$ cat src/rtl/health_pkg.sv
// Shared types and constants for the health-monitor pulse path.
package health_pkg;

  typedef logic [3:0] bcd_t;
  typedef logic [9:0] bpm_t;

  localparam int DEFAULT_SCLK_HZ = 1000;

  typedef enum logic {IDLE, RUN} state_t;

endpackage

$ cat src/rtl/bcd3_to_bin.sv
// Three-digit BCD to binary converter, purely combinational.
// valid drops when any digit is above 9; bin is meaningless then.
module bcd3_to_bin
  import health_pkg::*;
(
  input  logic [3:0] b2,
  input  logic [3:0] b1,
  input  logic [3:0] b0,
  output logic [9:0] bin,
  output logic       valid
);

  bpm_t hund, tens, ones;

  assign hund  = {6'd0, b2};
  assign tens  = {6'd0, b1};
  assign ones  = {6'd0, b0};
  assign bin   = hund * 10'd100 + tens * 10'd10 + ones;
  assign valid = (b2 <= 4'd9) && (b1 <= 4'd9) && (b0 <= 4'd9);

endmodule

$ cat src/rtl/pulse_synth.sv
// Synthetic heartbeat: BCD BPM setting drives a phase accumulator producing beat/pulse.
// All outputs registered; first beat lands ceil(60*CLK_HZ/bpm) edges after entering RUN.
module pulse_synth
  import health_pkg::*;
#(
  parameter int CLK_HZ    = DEFAULT_SCLK_HZ,
  parameter int PULSE_CYC = 100
) (
  input  logic       clk,
  input  logic       rst,
  input  logic       enable,
  input  logic       load,
  input  logic [3:0] b2,
  input  logic [3:0] b1,
  input  logic [3:0] b0,
  output logic       pulse,
  output logic       beat,
  output logic       err,
  output logic [9:0] bpm
);

  localparam int THRESH = 60 * CLK_HZ;
  localparam int ACC_W  = $clog2(THRESH + 1000);
  localparam int CNT_W  = $clog2(PULSE_CYC + 1);
  localparam logic [ACC_W-1:0] THRESH_V = ACC_W'(THRESH);
  localparam logic [CNT_W-1:0] PULSE_V  = CNT_W'(PULSE_CYC);

  state_t           state_q, state_d;
  bpm_t             bpm_q, bpm_d, load_bin;
  logic             err_q, err_d, load_valid;
  logic [ACC_W-1:0] acc_q, acc_d, acc_sum;
  logic [CNT_W-1:0] cnt_q, cnt_d;
  logic             beat_q, beat_d;
  logic             pulse_q, pulse_d;

  bcd3_to_bin u_bcd (
    .b2    (b2),
    .b1    (b1),
    .b0    (b0),
    .bin   (load_bin),
    .valid (load_valid)
  );

  // A rejected load keeps the previous rate so a bad entry never stalls the beat.
  always_comb begin
    bpm_d = bpm_q;
    err_d = err_q;
    if (load) begin
      err_d = ~load_valid;
      if (load_valid) begin
        bpm_d = load_bin;
      end
    end
  end

  always_ff @(posedge clk or posedge rst) begin
    if (rst) begin
      state_q <= IDLE;
    end else begin
      state_q <= state_d;
    end
  end

  always_comb begin
    state_d = state_q;
    case (state_q)
      IDLE: if (enable)  state_d = RUN;
      RUN:  if (!enable) state_d = IDLE;
      default: state_d = IDLE;
    endcase
  end

  assign acc_sum = acc_q + ACC_W'(bpm_q);

  // Leaving RUN (or sitting in IDLE) clears everything; the entry edge itself does not add.
  always_comb begin
    acc_d  = '0;
    cnt_d  = '0;
    beat_d = 1'b0;
    if (state_q == RUN && enable) begin
      if (acc_sum >= THRESH_V) begin
        acc_d  = acc_sum - THRESH_V;
        beat_d = 1'b1;
        cnt_d  = PULSE_V;
      end else begin
        acc_d = acc_sum;
        cnt_d = (cnt_q != '0) ? cnt_q - CNT_W'(1) : '0;
      end
    end
    pulse_d = (cnt_d != '0);
  end

  always_ff @(posedge clk or posedge rst) begin
    if (rst) begin
      bpm_q   <= '0;
      err_q   <= 1'b0;
      acc_q   <= '0;
      cnt_q   <= '0;
      beat_q  <= 1'b0;
      pulse_q <= 1'b0;
    end else begin
      bpm_q   <= bpm_d;
      err_q   <= err_d;
      acc_q   <= acc_d;
      cnt_q   <= cnt_d;
      beat_q  <= beat_d;
      pulse_q <= pulse_d;
    end
  end

  assign pulse = pulse_q;
  assign beat  = beat_q;
  assign err   = err_q;
  assign bpm   = bpm_q;

endmodule

$ cat config.mk
export PLATFORM = sky130hd
export DESIGN_NAME = pulse_synth
export DESIGN_NICKNAME = d
export VERILOG_FILES = /design/src/rtl/health_pkg.sv /design/src/rtl/bcd3_to_bin.sv /design/src/rtl/pulse_synth.sv
export SDC_FILE = /design/constraint.sdc
export NUM_CORES = 1
export LEC_CHECK = 0
export BUFFER_PORTS_ARGS = -buffer_cell sky130_fd_sc_hd__buf_4
export CORE_ASPECT_RATIO = 1.25
export CORE_MARGIN = 1.5
export CORE_UTILIZATION = 60
export CTS_CLUSTER_DIAMETER = 60
export DETAILED_ROUTE_END_ITERATION = 10
export GPL_ROUTABILITY_DRIVEN = 0
export PLACE_DENSITY = 0.84
export SLEW_MARGIN = 5
export SYNTH_ARGS = -nofsm -noshare
export SYNTH_HDL_FRONTEND = slang
export SYNTH_SLANG_ARGS = --single-unit
$ cat constraint.sdc
create_clock -name clk -period 4.2 [get_ports clk]
set_input_delay 0.84 -clock clk [delete_from_list [all_inputs] [get_ports clk]]
set_output_delay 0.84 -clock clk [all_outputs]
set_load 0.02 [all_outputs]
Yosys cells after proc, flatten, opt, wreduce, memory -nomap -nowiden
Index checks and enable logic that the tools add are counted. Widths: inputs -> output; s select.

Register bits: 37. Latch bits: 0. Memory bits (writable): 0. Memory bits (read-only): 0. Input port bits: 16. Output and inout bits: 13. Logic and storage cells: 33. Memories: 0.

$add $sub $neg: 5. Multipliers: 2. Div/mod/pow operators: 0. $lt $le $gt $ge: 4. Eq/ne operators: 0. Shift-type cells: 0. Muxes and demuxes: 8. Bitwise logic cells: 1. Reductions and logical operators: 6.

Operators by type and width (count): $mux 16 (2); $mux 7 (3); $add 16x10->16 (1); $ge 16x16->1 const B (1); $sub 16x16->16 const B (1); $reduce_bool 7->1 (2); $le 4x4->1 const B (3); $add 10x10->10 (1); $add 10x4->10 (1); $mul 4x5->8 const B (1); $mul 4x3->7 const B (1); $sub 7x1->7 const B (1); $logic_and 1x1->1 (3); $mux 1 (3); $reduce_and 2->1 (1); $not 1->1 (1).

Logic depth before layout (Yosys ltp)
Gate-level depths: netlist of run 1.

Word-level depth: 5. Gate-level depth with buffers: 13. Depth with buffers taken out: 13.

By module
From an unflattened synthesis of run 1, not the netlist that was laid out.

Cells, all modules: 306. Area total of the unflattened synthesis: 2999.1 um^2.

Modules (own cells, without submodules): pulse_synth (times used 1, cells each 225, area an instance 2285.9 um^2, sequential area each 925.9 um^2); bcd3_to_bin (times used 1, cells each 81, area an instance 713.2 um^2, sequential area each 0.0 um^2).

Least setup slack after synthesis of run 1
OpenSTA, ideal clock, no wires.

Path type: flip-flop to flip-flop. Start: register bpm_q[0] (netlist: bpm[0]). End: register acc_q[7]. Library setup time: 0.066 ns. Arrival time: 3.381 ns. Data required time: 4.134 ns. Path slack: 0.753 ns. Stages on the path, launching flop included: 12. Buffers on the path: 0. Period minus slack after synthesis: 3.447 ns. Cells stage by stage: dfrtp_1 ha_1 fa_1 a21o_1 a221o_2 a221oi_2 xnor2_1 inv_1 a221oi_4 o21ai_4 or4_1 nand2_1.

Cells in the longest elaborated chain, start to end: 4. Elaborated cells between the ends (all ways): 5. Those cells by class: 2 x add/sub; 1 x order compare; 2 x mux.

Ends and longest elaborated chain: from (decl) (RTL line pulse_synth.sv:29) `bpm_t bpm_q, bpm_d, load_bin;`; from (signal assigned) (RTL line pulse_synth.sv:102) `bpm_q <= bpm_d;`; $add 16x10->16 * (RTL line pulse_synth.sv:73) `assign acc_sum = acc_q + ACC_W'(bpm_q);`; $sub 16x16->16 / $ge 16x16->1 (equally long branches) (RTL line pulse_synth.sv:82, pulse_synth.sv:81); $mux 16 * (RTL line pulse_synth.sv:81) `if (acc_sum >= THRESH_V) begin`; $mux 16 * (RTL line pulse_synth.sv:80) `if (state_q == RUN && enable) begin`; via acc_d[7] (RTL line pulse_synth.sv:31) `logic [ACC_W-1:0] acc_q, acc_d, acc_sum;`; to (signal assigned) (RTL line pulse_synth.sv:97) `acc_q <= '0;`; to (signal assigned) (RTL line pulse_synth.sv:104) `acc_q <= acc_d;`; to (decl) (RTL line pulse_synth.sv:31).

Mark *: on every way through the listed nets, which the timed path passes. The rest lies on a longest branch. A chain may end at the register's enable or synchronous reset.

Worst setup path after layout of run 1
Ends and elaborated chain as after synthesis.

==> metrics.cfg, run 1 <==
[worst_hold_path]
min_path_type=reg -> reg
holdPathEnd=cnt_q[0]
hold_start=cnt_q[0]
min_path_cells=1

[sta]
finalCritPeriodShare=0.8679
hold_violations=0
slew_headroom=0.3856
min_period_ps=3645
fin_setup_tns_ps=0
rsz0062_at_grt=no
clock.fmax_mhz=274.3
worst_pin_slew_ps=918.2
setup_viol=0
finalMaxSlewViolations=0
whs_ps=479.4
skew_ps=9.938

[global_route]
met3_usage=0.03288
top_usage_layer=met2
antenna_found_initial=0
grt_usage=0.2439
grt_pass1_vias=2353
grt_pass1_wl_um=10030
gr-usage-met1=0.2618
globalRouteOverflowTotal=0
grt_max_degree=38
met2_usage=0.4778

[floorplanning]
row_count=28
die_y_um=81.62
pin_count=29
die_area_mm2=0.005378
start_util=0.6272
die_x_um=65.89
core_mm2=0.004730

[status]
outcome=finished clean

[layout]
nets=394
final_common_cell=ha_1
instances_no_fill=395
final_core_util=0.6992
drive_above_1_share=0.1761
mostFrequentLayoutCells=ha_1, dfrtp_1, buf_4
area_growth_pct=11.47
n_antenna_cell=0

[placement]
dpl.cell_count=387
io_buffers=28
dp_hpwl_um=4502

[synthesis]
ys_seq_area_frac=0.3121
synth-async-reset-ratio=1.000
ys.flop_type=dfrtp_1
syn-num-nets=364
synth_edf_count=0
synth_seq_cells=37
ys_types=57
synth_area_mm2=0.002967
avgSynthCellArea_um2=9.759
yosysWarnings=0
synth_cells=304

[drt]
routed_wl_um=5762
num_vias=2265
via_per_inst=5.734
wl_per_cell_um=14.59
drt_iter0_drc=76
drc_errors=0
first_pass_iters=4
ant_nets=0

[cts]
cts_tree=done
cts_root_buf=clkbuf_8
clk_latency_ps=290
h-tree-depth=2
clk_pin_slew_ps=70
cts_resized=0
clock-sinks=37
cts_buffers=5
postCtsSetupRepairBufs=0
cts_hold_buf=0
clock_path_buffers=2

[critical_path]
critical_path_arrival_ps=3880
cp-end-kind=register
ff2ff_setup_slack_ps=550
r2r_start=bpm[0]
worstPathRequired_ps=4430
worst-path-max-fanout=19
reg2regPathDepth=11
reg2reg_to=acc_q[7]
worstSetupStartpointType=register
critical_path_class=reg -> reg

[power_and_ir_drop]
power_density_mw_per_mm2=545.4
vdd_drop_max_mv=0.2789
power.leakage_uw=0.001626

[job]
maxCapViolCount=0

flip-flops by register name, summed over array words and instances, names as in the netlist:
name     flops
acc_q       16
pulse        1
err          1
beat         1
cnt_q        7
state_q      1
bpm         10
how the worst max path moves through the flow:
stage / start / endpoint / slack (ps)
after floorplan: bpm[0] / acc_q[7] / 750
after global placement: b1[1] / bpm[9] / 600
after detailed placement: b1[1] / bpm[9] / 530
after CTS: bpm[0] / acc_q[7] / 560
after global routing: bpm[0] / acc_q[7] / 340
final: bpm[0] / acc_q[7] / 550
metrics by stage:
stage	power (uW)	worst slack, ps	area (um^2)
2_1_floorplan	1325	753.5	2967
3_5_place_dp	1558	527.2	3224
3_3_place_gp	1519	595.3	3224
6_report	1804	554.8	3307
5_1_grt	1957	340.0	3307
4_1_cts	1804	562.4	3307
cell type report:
| class | count | area (um^2) |
|---|---|---|
| Clock buffer | 6 | 72.57 |
| Clock inverter | 2 | 10.01 |
| Timing Repair Buffer | 29 | 217.7 |
| Sequential cell | 37 | 925.9 |
| Fill cell | 362 | 1423 |
| Tap cell | 60 | 75.07 |
| Inverter | 25 | 93.84 |
| Multi-Input combinational cell | 236 | 1912 |
worst max-delay path: stages (launching register included):
cell      delay [ps]
dfrtp_1          390
ha_1             230
fa_1             410
a21o_1           230
a221o_2          380
a221oi_2         300
xnor2_1          290
inv_1            150
a221oi_4         430
o21ai_4          210
or4_1            510
nand2_1           80
kinds of logic after synthesis:
group                      synth area share
DFF                                  0.3121
buffers and inverters               0.04344
and+or+nand+nor                      0.1518
AOI/OAI and AO/OA                    0.1590
xor gates and xnor gates            0.08857
adders and majority gates            0.2008
muxes                               0.04429
power breakdown:
group	total [uW]	internal, uW	switching, uW
combinational	1080	476	607
clock	238	115	123
sequential	482	429	52.6
total	1800	1020	783
cell usage after synthesis, types with 5 or more instances:
| library cell | number | area (um^2) |
|---|---|---|
| a21oi_1 | 22 | 110.1 |
| nor2_1 | 27 | 101.4 |
| nand3_1 | 5 | 25.02 |
| fa_1 | 6 | 120.1 |
| a21o_1 | 6 | 45.04 |
| xnor2_1 | 21 | 183.9 |
| o21ai_0 | 8 | 40.04 |
| inv_1 | 25 | 93.84 |
| mux2_2 | 9 | 101.4 |
| dfrtp_1 | 37 | 925.9 |
| nand2_1 | 12 | 45.04 |
| ha_1 | 38 | 475.5 |
| nor2b_1 | 6 | 37.54 |
| and3_1 | 5 | 31.28 |
| xor2_1 | 9 | 78.83 |
layer usage:
| metal | up-vias | share of wire |
|---|---|---|
| met5 | - | 0 |
| met1 | 1089 | 0.42 |
| li1 | 1131 | - |
| met2 | 36 | 0.53 |
| met4 | 0 | 0.017 |
| met3 | 9 | 0.025 |
Power figures use the tool's default switching activity.
==> run 2, diff against run 1 <==
Settings changed: CORE_UTILIZATION 60 to 61, CTS_BUF_LIST from default to sky130_fd_sc_hd__clkbuf_4, PLACE_DENSITY 0.84 to 0.85.
==> run 2 against run 1 <==
Register-to-register slack got worse by 70 ps. Utilization increased by 0.44 points. Flip-flop and latch count unchanged. Hold slack improved by 2.7 ps. Non-clock buffer count unchanged. Setup slack got worse by 68 ps. Sequential power about the same. Total power about the same. Via count decreased by 0.53%. Clock-buffer cell count unchanged. First-iteration DRC count decreased by 30%. Cell area decreased by 0.11%. Largest cell class unchanged. Largest power group unchanged.
==> metrics.cfg, run 2 (synthesis gave the netlist of run 1 again) <==
[status]
outcome=finished clean

[global_route]
globalRouteOverflowTotal=0  ; unchanged
grt_pass1_vias=2406  ; +2.3%
grt_max_degree=38  ; unchanged
antenna_found_initial=0  ; unchanged
grt_pass1_wl_um=10430  ; +3.9%
grt_usage=0.2516  ; +0.007681

[layout]
final_common_cell=ha_1
n_antenna_cell=0  ; unchanged
area_growth_pct=11.35
drive_above_1_share=0.1761  ; unchanged
regMostFlops=acc_q
nets=394  ; unchanged
largest_reg_flops=16  ; unchanged
mostFrequentLayoutCells=ha_1, dfrtp_1, buf_4
n_fill_cell=374  ; +3.3%
instances_no_fill=395  ; unchanged

[cts]
cts_buffers=5  ; unchanged
cts_resized=0  ; unchanged
clock-sinks=37  ; unchanged
h-tree-depth=2  ; unchanged
cts_root_buf=clkbuf_4
clock_path_buffers=2  ; unchanged
clk_latency_ps=350  ; +60 ps
clk_pin_slew_ps=110  ; +40 ps
postCtsSetupRepairBufs=0  ; unchanged
cts_hold_buf=0  ; unchanged
cts_tree=done

[floorplanning]
pin_count=29  ; unchanged
die_y_um=80.97  ; -0.79%
row_count=28  ; unchanged
die_area_mm2=0.005293  ; -1.6%
core_mm2=0.004695  ; -0.74%
die_x_um=65.38  ; -0.78%
start_util=0.6319  ; +0.004681

[critical_path]
cp-end-kind=register
reg2regPathDepth=11  ; unchanged
critical_path_arrival_ps=4000  ; +120 ps
worst-path-max-fanout=19  ; unchanged
worstPathRequired_ps=4490  ; +60 ps
critical_path_class=reg -> reg
worstSetupStartpointType=register

[sta]
fin_setup_tns_ps=0  ; unchanged
worst_pin_slew_ps=943.7  ; +25.56 ps
skew_ps=13.96  ; +4.025 ps
min_period_ps=3713  ; +68.13 ps
setup_viol=0  ; unchanged
slew_headroom=0.3685  ; -0.01710
finalCritPeriodShare=0.8841  ; +0.01622
clock.fmax_mhz=269.3  ; -1.8%
hold_violations=0  ; unchanged
finalMaxSlewViolations=0  ; unchanged
rsz0062_at_grt=no

[power_and_ir_drop]
vdd_drop_max_mv=0.2976  ; +6.7%
power_density_mw_per_mm2=546.5  ; +0.20%
power.leakage_uw=0.001624  ; -0.10%

[drt]
num_vias=2253  ; -0.53%
ant_nets=0  ; unchanged
wl_per_cell_um=14.56  ; -0.17%
drc_errors=0  ; unchanged
first_pass_iters=4  ; unchanged
drt_iter0_drc=53  ; -30%
via_per_inst=5.704  ; -0.53%
routed_wl_um=5752  ; -0.17%

[placement]
dp_hpwl_um=4532  ; +0.66%
io_buffers=28  ; unchanged
dpl.cell_count=387  ; unchanged

[worst_hold_path]
min_path_type=reg -> reg
min_path_cells=1  ; unchanged

[job]
maxCapViolCount=0  ; unchanged

-- run 2: cell types whose count changed in the layout (fill, tap and decap cells not counted) --
cell / previous run / this run
clkinv_2: 2 / 0
clkinv_1: 0 / 1
clkbuf_4: 0 / 6
clkbuf_1: 1 / 0
clkbuf_8: 5 / 0
bufinv_16: 0 / 1
-- run 2: final timing paths --
kind,slack (ps),to,from
setup / recovery,490,acc_q[7],bpm[0]
hold / removal,480,cnt_q[0],cnt_q[0]
setup reg to reg,490,acc_q[7],bpm[0]
hold reg to reg,480,cnt_q[0],cnt_q[0]
max in group asynchronous,3280,bpm[8],rst
min in group asynchronous,580,bpm[0],rst
-- run 2: metal layers --
layer | track usage | part of all wire | up-vias
met4 | 0.07292 | 0.013 | 0
met1 | 0.2857 | 0.40 | 1079
li1 | - | - | 1124
met3 | 0.03324 | 0.033 | 9
met2 | 0.4857 | 0.56 | 41
met5 | 0 | 0 | -
-- run 2: cell type report --
type | instances | area [um^2] | area share
multi-input combinational | 236 | 1912 | 0.5788
sequential | 37 | 925.9 | 0.2803
timing repair buffer | 29 | 217.7 | 0.06591
inverter | 25 | 93.84 | 0.02841
tap | 60 | 75.07 | 0.02273
clock buffer | 6 | 45.04 | 0.01364
clock inverter | 2 | 33.78 | 0.01023
-- run 2: report_power, final --
part           internal [uW]  switching [uW]  total, uW
clock                    130             122        252
combinational            475             595       1070
sequential               429            54.2        483
total                   1030             771       1810
-- run 2: critical path, cell delays in order (launching register included) --
cell	delay, ps
dfrtp_1	420
ha_1	240
fa_1	420
a21o_1	230
a221o_2	370
a221oi_2	320
xnor2_1	280
inv_1	150
a221oi_4	440
o21ai_4	200
or4_1	510
nand2_1	70
-- run 2: stage by stage --
stage	total power, uW	setup slack, ps	cell area, um^2	util	hold WS (ps)
2_1_floorplan	1325	753.5	2967	-	438.9
3_3_place_gp	1520	596.8	3224	0.6868	457.2
3_5_place_dp	1554	471.4	3224	0.6868	466.0
4_1_cts	1817	489.8	3303	0.7036	481.4
5_1_grt	1961	240.6	3303	0.7036	498.6
6_report	1805	486.7	3303	0.7036	482.1
==> run 3, diff against run 2 <==
Settings changed: CTS_BUF_LIST sky130_fd_sc_hd__clkbuf_4 to sky130_fd_sc_hd__clkbuf_8.
==> run 3 against run 2 <==
Hold slack lost 4.8 ps. Register-to-register slack gained 30 ps. First-iteration DRC count shrank 1.9%. Total power grew 3.6%. Sequential share of layout area shrank 0.31 points. Maximum frequency grew 0.76%. Clock power grew 25%. Critical endpoint unchanged. Clock-buffer cell count is the same. Combinational power is essentially flat. Largest cell class unchanged. Critical path depth is the same. Die area is the same.
==> metrics.cfg, run 3 (synthesis gave the netlist of run 1 again) <==
[status]
outcome=finished clean

[floorplanning]
die_x_um=65.38  ; unchanged
pin_count=29  ; unchanged
start_util=0.6319  ; unchanged
core_mm2=0.004695  ; unchanged
row_count=28  ; unchanged
die_y_um=80.97  ; unchanged
die_area_mm2=0.005293  ; unchanged

[critical_path]
ff2ff_setup_slack_ps=510  ; +30 ps
critical_path_arrival_ps=3910  ; -90 ps
critical_path_class=reg -> reg
cp-end-kind=register
worst-path-max-fanout=19  ; unchanged
worstPathRequired_ps=4430  ; -60 ps
worstSetupStartpointType=register

[sta]
slew_headroom=0.3680  ; -0.0005340
rsz0062_at_grt=no
clock.fmax_mhz=271.3  ; +0.76%
setup_viol=0  ; unchanged
skew_ps=6.297  ; -7.666 ps
fin_setup_tns_ps=0  ; unchanged
hold_violations=0  ; unchanged
finalMaxSlewViolations=0  ; unchanged
worst_pin_slew_ps=944.5  ; +0.7990 ps
min_period_ps=3685  ; -28.00 ps
finalCritPeriodShare=0.8775  ; -0.006666

[layout]
regMostFlops=acc_q
fin_area_mm2=0.003341  ; +1.1%
largest_reg_flops=16  ; unchanged
n_antenna_cell=0  ; unchanged
mostFrequentLayoutCells=ha_1, dfrtp_1, buf_4
area_growth_pct=12.61
nets=394  ; unchanged
final_common_cell=ha_1
n_fill_cell=368  ; -1.6%
drive_above_1_share=0.1761  ; unchanged
final_core_util=0.7116  ; +0.007995

[placement]
dp_hpwl_um=4532  ; unchanged
dpl_cell_area_mm2=0.003224  ; unchanged
io_buffers=28  ; unchanged

[drt]
first_pass_iters=4  ; unchanged
ant_nets=0  ; unchanged
drc_errors=0  ; unchanged
routed_wl_um=5826  ; +1.3%
wl_per_cell_um=14.75  ; +1.3%
drt_iter0_drc=52  ; -1.9%
num_vias=2251  ; -0.089%
via_per_inst=5.699  ; about the same

[global_route]
globalRouteOverflowTotal=0  ; unchanged
grt_pass1_vias=2429  ; +0.96%
grt_usage=0.2531  ; +0.001471
antenna_found_initial=0  ; unchanged
grt_max_degree=38  ; unchanged
grt_pass1_wl_um=10390  ; -0.33%

[power_and_ir_drop]
power.leakage_uw=0.001643  ; +1.2%
power.total_uw=1870  ; +3.6%
power_density_mw_per_mm2=559.8  ; +2.4%
vdd_drop_max_mv=0.3349  ; +13%

[cts]
cts_tree=done
cts_root_buf=clkbuf_8
clock-sinks=37  ; unchanged
cts_buffers=5  ; unchanged
clk_latency_ps=290  ; -60 ps
clk_pin_slew_ps=70  ; -40 ps
clock_path_buffers=2  ; unchanged
postCtsSetupRepairBufs=0  ; unchanged
cts_hold_buf=0  ; unchanged
h-tree-depth=2  ; unchanged
cts_resized=0  ; unchanged

[job]
maxCapViolCount=0  ; unchanged

[worst_hold_path]
min_path_type=reg -> reg

-- run 3: changes by cell type in the layout (fill, tap and decap cells not counted) --
cell      previous run  this run
inv_1               25        26
clkbuf_8             0         6
clkbuf_4             6         0
clkinv_1             1         0
-- run 3: layout make-up --
class	instances	area [um^2]	share of cell area
timing repair buffer	29	217.7	0.06517
clock buffer	6	82.58	0.02472
sequential	37	925.9	0.2772
tap	60	75.07	0.02247
multi-input combinational	236	1912	0.5723
clock inverter	2	33.78	0.01011
inverter	25	93.84	0.02809
-- run 3: per-layer routing --
metal,share of wire,routed length [um],up-vias,track usage
li1,-,-,1123,-
met1,0.40,2331,1086,0.2786
met2,0.56,3271,35,0.4929
met3,0.028,161,7,0.03740
met4,0.010,61,0,0.07917
met5,0,0,-,0
-- run 3: final timing paths --
| kind | start | end | depth (start not counted) |
|---|---|---|---|
| setup / recovery | bpm[0] | acc_q[7] | 11 |
| setup reg to reg | bpm[0] | acc_q[7] | 11 |
| hold / removal | cnt_q[0] | cnt_q[0] | 1 |
| hold reg to reg | cnt_q[0] | cnt_q[0] | 1 |
| min in group asynchronous | rst | beat | 3 |
| max in group asynchronous | rst | bpm[8] | 3 |
-- run 3: worst max-delay path, cell delays in order, from the launching register on --
cell	delay [ps]
dfrtp_1	400
ha_1	230
fa_1	410
a21o_1	220
a221o_2	370
a221oi_2	320
xnor2_1	280
inv_1	150
a221oi_4	440
o21ai_4	200
or4_1	520
nand2_1	70
-- run 3: metrics by stage --
stage	setup slack (ps)	hold WS, ps	cells
2_1_floorplan	753.5	438.9	304
3_3_place_gp	596.8	457.2	387
3_5_place_dp	471.4	466.0	387
4_1_cts	527.1	475.9	395
5_1_grt	294.6	492.7	395
6_report	514.7	477.3	395
-- run 3: power breakdown --
part | switching [uW] | internal (uW) | total, uW | leakage [uW]
Combinational | 596 | 475 | 1070 | 0.00110
Clock | 125 | 191 | 316 | 0.0000626
Sequential | 54.1 | 430 | 484 | 0.000485
